File: src/rtl/uart_tx_if.sv
`default_nettype none
// ============================================================================
// Module      : uart_tx_if
// Description : Byte-request handshake and serial-line bundle for uart_tx.
//               master = byte producer (drives tx_req/tx_data),
//               slave  = transmitter (drives tx, tx_ready, tx_busy, tx_done).
// Signals     : tx_req   - byte-valid request, sampled on rising clock edge
//               tx_data  - byte to send, sampled together with tx_req
//               tx       - serial line, idle high
//               tx_ready - holding register empty, a byte can be accepted
//               tx_busy  - a frame is on the line (START through STOP)
//               tx_done  - one-cycle pulse on the last cycle of each frame
// Revision    : 1.0 - initial release
// ============================================================================
interface uart_tx_if;
    logic       tx_req;
    logic [7:0] tx_data;
    logic       tx;
    logic       tx_ready;
    logic       tx_busy;
    logic       tx_done;

    modport master (
        output tx_req,
        output tx_data,
        input  tx,
        input  tx_ready,
        input  tx_busy,
        input  tx_done
    );

    modport slave (
        input  tx_req,
        input  tx_data,
        output tx,
        output tx_ready,
        output tx_busy,
        output tx_done
    );
endinterface
`default_nettype wire

File: src/rtl/uart_tx.sv
`default_nettype none
// ============================================================================
// Module      : uart_tx
// Description : UART transmitter with a 1-deep holding register.
//               Frame: start(0), data bits 7..0 (MSB first), parity, stop(1),
//               every bit held CLKS_PER_BIT clocks. A queued byte follows the
//               previous stop bit with no idle gap.
// Parameters  : CLKS_PER_BIT - clk_3125 cycles per serial bit
//               PARITY_ODD   - 0 = even parity, 1 = odd parity
// Ports       : clk_3125 - sole clock, rising edge
//               rst_n    - asynchronous active-low reset
//               bus      - uart_tx_if.slave (tx_req/tx_data in;
//                          tx/tx_ready/tx_busy/tx_done out)
// Revision    : 1.0 - initial release
// ============================================================================
module uart_tx #(
    parameter int CLKS_PER_BIT = 14,
    parameter int PARITY_ODD   = 0
) (
    input  wire logic clk_3125,
    input  wire logic rst_n,
    uart_tx_if.slave  bus
);

    localparam int               CNT_W    = (CLKS_PER_BIT > 1) ? $clog2(CLKS_PER_BIT) : 1;
    localparam logic [CNT_W-1:0] CNT_LAST = CNT_W'(CLKS_PER_BIT - 1);
    localparam logic [CNT_W-1:0] CNT_ONE  = CNT_W'(1);
    localparam logic             PAR_INV  = (PARITY_ODD != 0);

    localparam logic [2:0] IDLE   = 3'd0;
    localparam logic [2:0] START  = 3'd1;
    localparam logic [2:0] DATA   = 3'd2;
    localparam logic [2:0] PARITY = 3'd3;
    localparam logic [2:0] STOP   = 3'd4;

    logic [2:0]       state;
    logic [CNT_W-1:0] bit_cnt;
    logic [2:0]       bit_idx;
    logic [7:0]       frame_data;
    logic             parity_bit;
    logic             tx_line;

    logic [7:0]       hold_data;
    logic             hold_full;

    logic             bit_end;
    logic             accept;
    logic             load;
    logic [2:0]       next_idx;

    assign bit_end  = (bit_cnt == CNT_LAST);
    assign accept   = bus.tx_req && !hold_full;
    // A held byte starts a frame either straight from idle or at the very
    // last cycle of a stop bit, which is what makes back-to-back seamless.
    assign load     = hold_full && ((state == IDLE) || ((state == STOP) && bit_end));
    assign next_idx = bit_idx - 3'd1;

    // Holding register. load and accept are mutually exclusive: load needs
    // the register full, accept needs it empty, so a request arriving while
    // full is simply dropped.
    always_ff @(posedge clk_3125 or negedge rst_n) begin
        if (!rst_n) begin
            hold_full <= 1'b0;
            hold_data <= 8'h00;
        end else if (load) begin
            hold_full <= 1'b0;
        end else if (accept) begin
            hold_full <= 1'b1;
            hold_data <= bus.tx_data;
        end
    end

    // Frame sequencer. The frame byte and its parity are copied out of the
    // holding register at load, so later tx_data activity cannot reach them.
    always_ff @(posedge clk_3125 or negedge rst_n) begin
        if (!rst_n) begin
            state      <= IDLE;
            bit_cnt    <= '0;
            bit_idx    <= 3'd0;
            frame_data <= 8'h00;
            parity_bit <= 1'b0;
            tx_line    <= 1'b1;
        end else if (load) begin
            state      <= START;
            bit_cnt    <= '0;
            frame_data <= hold_data;
            parity_bit <= (^hold_data) ^ PAR_INV;
            tx_line    <= 1'b0;
        end else begin
            case (state)
                IDLE: begin
                    bit_cnt <= '0;
                    tx_line <= 1'b1;
                end
                START: begin
                    if (bit_end) begin
                        state   <= DATA;
                        bit_cnt <= '0;
                        bit_idx <= 3'd7;
                        tx_line <= frame_data[7];
                    end else begin
                        bit_cnt <= bit_cnt + CNT_ONE;
                    end
                end
                DATA: begin
                    if (bit_end) begin
                        bit_cnt <= '0;
                        if (bit_idx == 3'd0) begin
                            state   <= PARITY;
                            tx_line <= parity_bit;
                        end else begin
                            bit_idx <= next_idx;
                            tx_line <= frame_data[next_idx];
                        end
                    end else begin
                        bit_cnt <= bit_cnt + CNT_ONE;
                    end
                end
                PARITY: begin
                    if (bit_end) begin
                        state   <= STOP;
                        bit_cnt <= '0;
                        tx_line <= 1'b1;
                    end else begin
                        bit_cnt <= bit_cnt + CNT_ONE;
                    end
                end
                STOP: begin
                    // The back-to-back case is taken by the load branch.
                    if (bit_end) begin
                        state   <= IDLE;
                        bit_cnt <= '0;
                        tx_line <= 1'b1;
                    end else begin
                        bit_cnt <= bit_cnt + CNT_ONE;
                    end
                end
                default: begin
                    state   <= IDLE;
                    bit_cnt <= '0;
                    tx_line <= 1'b1;
                end
            endcase
        end
    end

    assign bus.tx       = tx_line;
    assign bus.tx_ready = !hold_full;
    assign bus.tx_busy  = (state != IDLE);
    assign bus.tx_done  = (state == STOP) && bit_end;

endmodule
`default_nettype wire
File: src/flat_wrapper.sv
// flat-port wrapper written by rule: the top's interface ports become plain ports
module uart_tx_flat 
#(
    parameter int CLKS_PER_BIT = 14,
    parameter int PARITY_ODD   = 0
)
  (clk_3125, rst_n, bus_tx_req, bus_tx_data, bus_tx, bus_tx_ready, bus_tx_busy, bus_tx_done);
  uart_tx_if bus_i ();
  input  wire logic clk_3125;
  input  wire logic rst_n;
  input wire logic [$bits(bus_i.tx_req)-1:0] bus_tx_req;
  input wire logic [$bits(bus_i.tx_data)-1:0] bus_tx_data;
  output wire logic [$bits(bus_i.tx)-1:0] bus_tx;
  output wire logic [$bits(bus_i.tx_ready)-1:0] bus_tx_ready;
  output wire logic [$bits(bus_i.tx_busy)-1:0] bus_tx_busy;
  output wire logic [$bits(bus_i.tx_done)-1:0] bus_tx_done;
  assign bus_i.tx_req = bus_tx_req;
  assign bus_i.tx_data = bus_tx_data;
  assign bus_tx = bus_i.tx;
  assign bus_tx_ready = bus_i.tx_ready;
  assign bus_tx_busy = bus_i.tx_busy;
  assign bus_tx_done = bus_i.tx_done;
  uart_tx #(.CLKS_PER_BIT(CLKS_PER_BIT), .PARITY_ODD(PARITY_ODD)) u_core (.clk_3125(clk_3125), .rst_n(rst_n), .bus(bus_i));
endmodule
File: config.mk
export PLATFORM = sky130hd
export DESIGN_NAME = uart_tx_flat
export DESIGN_NICKNAME = d
export VERILOG_FILES = /design/src/rtl/uart_tx_if.sv /design/src/rtl/uart_tx.sv /design/src/flat_wrapper.sv
export SDC_FILE = /design/constraint.sdc
export NUM_CORES = 1
export LEC_CHECK = 0
export ABC_AREA = 1
export CAP_MARGIN = 25
export CORE_MARGIN = 2
export CORE_UTILIZATION = 53
export CTS_BUF_LIST = sky130_fd_sc_hd__clkbuf_4 sky130_fd_sc_hd__clkbuf_8
export CTS_CLUSTER_DIAMETER = 200
export DETAILED_ROUTE_END_ITERATION = 7
export HOLD_SLACK_MARGIN = 0.06
export PLACE_DENSITY = 0.86
export REMOVE_ABC_BUFFERS = 1
export SLEW_MARGIN = 20
export SYNTH_ARGS = -nofsm -noshare
export SYNTH_HDL_FRONTEND = slang
export SYNTH_SLANG_ARGS = --single-unit
export TNS_END_PERCENT = 10
File: constraint.sdc
create_clock -name clk_3125 -period 1.24 [get_ports clk_3125]
set_input_delay 0.186 -clock clk_3125 [delete_from_list [all_inputs] [get_ports clk_3125]]
set_output_delay 0.186 -clock clk_3125 [all_outputs]
set_load 0.03 [all_outputs]
==> results.toml <==
[final_layout]
final_cell_mix = "35 x nand2_1, 26 x dfrtp_1, 21 x buf_4"
layout_commonest_cell = "nand2_1"
fin_area_um2 = 2040
n_fill_cell = 198
final_cells = 251
multi_input_area_um2 = 774
diodes = 0
fin_nets = 234
final_core_util_pct = 72.8
layout-drive-gt1-share_pct = 31.8
syn_to_final_growth_pct = 28.7
seqCellArea_um2 = 729

[placement]
placed_cell_area_um2 = 1890
dp_slack_ns = -0.200
numPortBuffers = 14
dp_cells = 239
gp_congestion = 0.856
hpwl_mm = 2.41

[synthesis]
synthArstFlopShare_pct = 100
seq_area_frac_synth_pct = 45.8
syn_inst = 176
synth_area_um2 = 1590
yosys.area.top_type = "dfrtp_1"
avgSynthCellArea_um2 = 9.01
synth_top_area_share_pct = 44.2
yosysWarnings = 0
synth_edf_count = 0
synth.distinct_cells = 29
ys_seq_elements = 29
synth_area_leaders = "dfrtp_1 44%, nand2_1 8.3%, inv_1 5.0%, o21ai_2 3.9%, nor2_1 3.8%"
synth_ff_type = "dfrtp_1"

[sta]
period_needed_ns = 1.61
clock_skew_ns = 0.00747
fin_worst_hold_slack_ns = 0.178
fin_ws_ns = -0.373
hold_viol_final = 0
post-route-period-util_pct = 130
slew_viol_final = 0
max_slew_margin_pct = 85.4
fmax_mhz = 620
tightest_slew_ns = 0.218
rsz0062_at_grt = "true"
setup_viol = 23

[min_path]
min_path_type = "input pin to asynchronous set/reset pin"

[clocking]
clock-sinks = 29
cts_root_buffer = "clkbuf_4"
cts_made_buffers = 5
cts_hold_buf = 0
cts_tree = "done"
clkLatencyLatePin_ns = 0.33
clk_pin_slew_worst_paths_ns = 0.09
h-tree-depth = 2
clock_path_buffers = 2

[drt]
first_iter_violations = 52
wl_per_cell_um = 12.6
drcViolationCount = 1
via_count = 1314
avgViaCountPerCell = 5.24
ant_nets = 0
dr.pass1.iters = 8
wl_mm = 3.16

[power]
peakVddDrop_uv = 896
p_switching_uw = 698
p_sw_share_pct = 30.6
comb_power_share_pct = 21.9
p_per_area_nw_per_um2 = 1120
p_int_mw = 1.58
power.share.clock_pct = 28.8
p_leak_nw = 1.04
power.sequential.fraction_pct = 49.3

[floorplanning]
die_width_um = 58.7
die_h_um = 58.7
io-pin-count = 15
rows = 19
dieArea_um2 = 3450
start_util_pct = 56.6
coreArea_um2 = 2810

[critical_path]
cp.arrival_ns = 1.43
cp-start-kind = "register"
endpoint_kind = "primary output"
cp_data_required_time_ns = 1.05
path_max_fanout = 2
worst-setup-path-type = "register to primary output"

[global_routing]
grt_util_met1_pct = 24.8
grt_use_met3_pct = 6.81
grt_pass1_vias = 1305
grt_pass1_wl_mm = 5.47
busiest_layer = "met2"
grtUsageMet2_pct = 37.7
antenna_found_initial = 0
grt_max_degree = 18
grt_use_total_pct = 21.5
grt-ovfl-total = 0

[flow_run]
drv_cap = 0

[run_status]
outcome = "finished, violations left"
violations = "design-rule violations, negative setup slack"
sequential cells by signal, indices dropped and copies added (netlist names):
register,cells
u_core.bit_cnt,4
u_core.hold_full,1
u_core.bus.tx,1
u_core.state,3
u_core.bit_idx,3
u_core.parity_bit,1
u_core.hold_data,8
u_core.frame_data,8
worst max-delay path, cell delays in order, from the launching register on:
cell and delay (ns):
dfrtp_1 0.39, inv_1 0.06, ha_2 0.18, nand3_4 0.08, buf_6 0.13, nor3_4 0.12, buf_6 0.15
synthesized netlist by cell type (2+ instances only):
library cell	count
a21oi_1	8
dfrtp_1	28
ha_1	4
inv_1	21
inv_2	3
nand2_1	35
nand2_2	3
nand2_4	3
nand3_1	10
nand3_4	3
nor2_1	16
nor3_1	2
o21ai_0	3
o21ai_1	9
o21ai_2	7
xnor2_1	6
xor2_1	3
per-stage QoR:
step	total power, mW	setup TNS, ns
6_report	2.28	-5.23
5_1_grt	2.44	-7.52
4_1_cts	2.31	-3.98
3_5_place_dp	1.64	-2.67
3_3_place_gp	1.61	-1.55
2_1_floorplan	1.49	-2.36
power groups by stage:
| stage | clock network (mW) | registers (mW) | logic [mW] |
|---|---|---|---|
| after global routing | 0.712 | 1.14 | 0.588 |
| after global placement | 0 | 1.13 | 0.477 |
| after floorplan | 0 | 1.12 | 0.371 |
| after detailed placement | 0 | 1.14 | 0.497 |
| after CTS | 0.685 | 1.12 | 0.502 |
| final | 0.657 | 1.13 | 0.499 |
what timing repair did:
| action | 4_1_cts | 5_1_grt |
|---|---|---|
| resized for setup | 12 | 5 |
| gates cloned | 0 | 0 |
| buffers inserted | 1 | 3 |
| pin swaps | 2 | 3 |
| endpoints found under the setup margin | 23 | 24 |
worst paths after layout:
path                       slack (ns)  depth (start not counted)                 start                   end
setup reg to reg                -0.28                         10     u_core.bit_cnt[1]     u_core.bit_idx[2]
max in group asynchronous        0.83                          2                 rst_n         u_core.bus.tx
hold reg to reg                  0.50                          2  u_core.frame_data[6]  u_core.frame_data[6]
min in group clk_3125            0.42                          3        bus_tx_data[2]   u_core.hold_data[2]
setup / recovery                -0.37                          6     u_core.bit_cnt[1]           bus_tx_done
hold / removal                   0.18                          2                 rst_n  u_core.frame_data[4]
kinds of logic (layout without fill, tap and decap cells):
family          Yosys count  after routing  share of synthesized area (%)
buf+inv                  26             70                           6.86
xor+xnor                  9              9                           4.97
compound gates           30             30                           12.8
simple gates             77             77                           25.7
fa+ha+maj                 4              4                           3.15
mux                       1              1                          0.710
flops                    29             29                           45.8
layout make-up:
class | count | share of cell area [%]
Tap cell | 31 | 1.90
Multi-Input combinational cell | 121 | 37.9
Sequential cell | 29 | 35.7
Clock inverter | 1 | 0.245
Clock buffer | 7 | 3.19
Inverter | 24 | 4.53
Timing Repair Buffer | 38 | 16.5
routing by layer:
metal  up-vias  part of all wire (%)
met5         -                     0
met4         0                   1.4
met3         4                   5.4
met2        37                    52
met1       627                    42
li1        646                     -
Note: power is estimated with default switching activity, not from simulation.
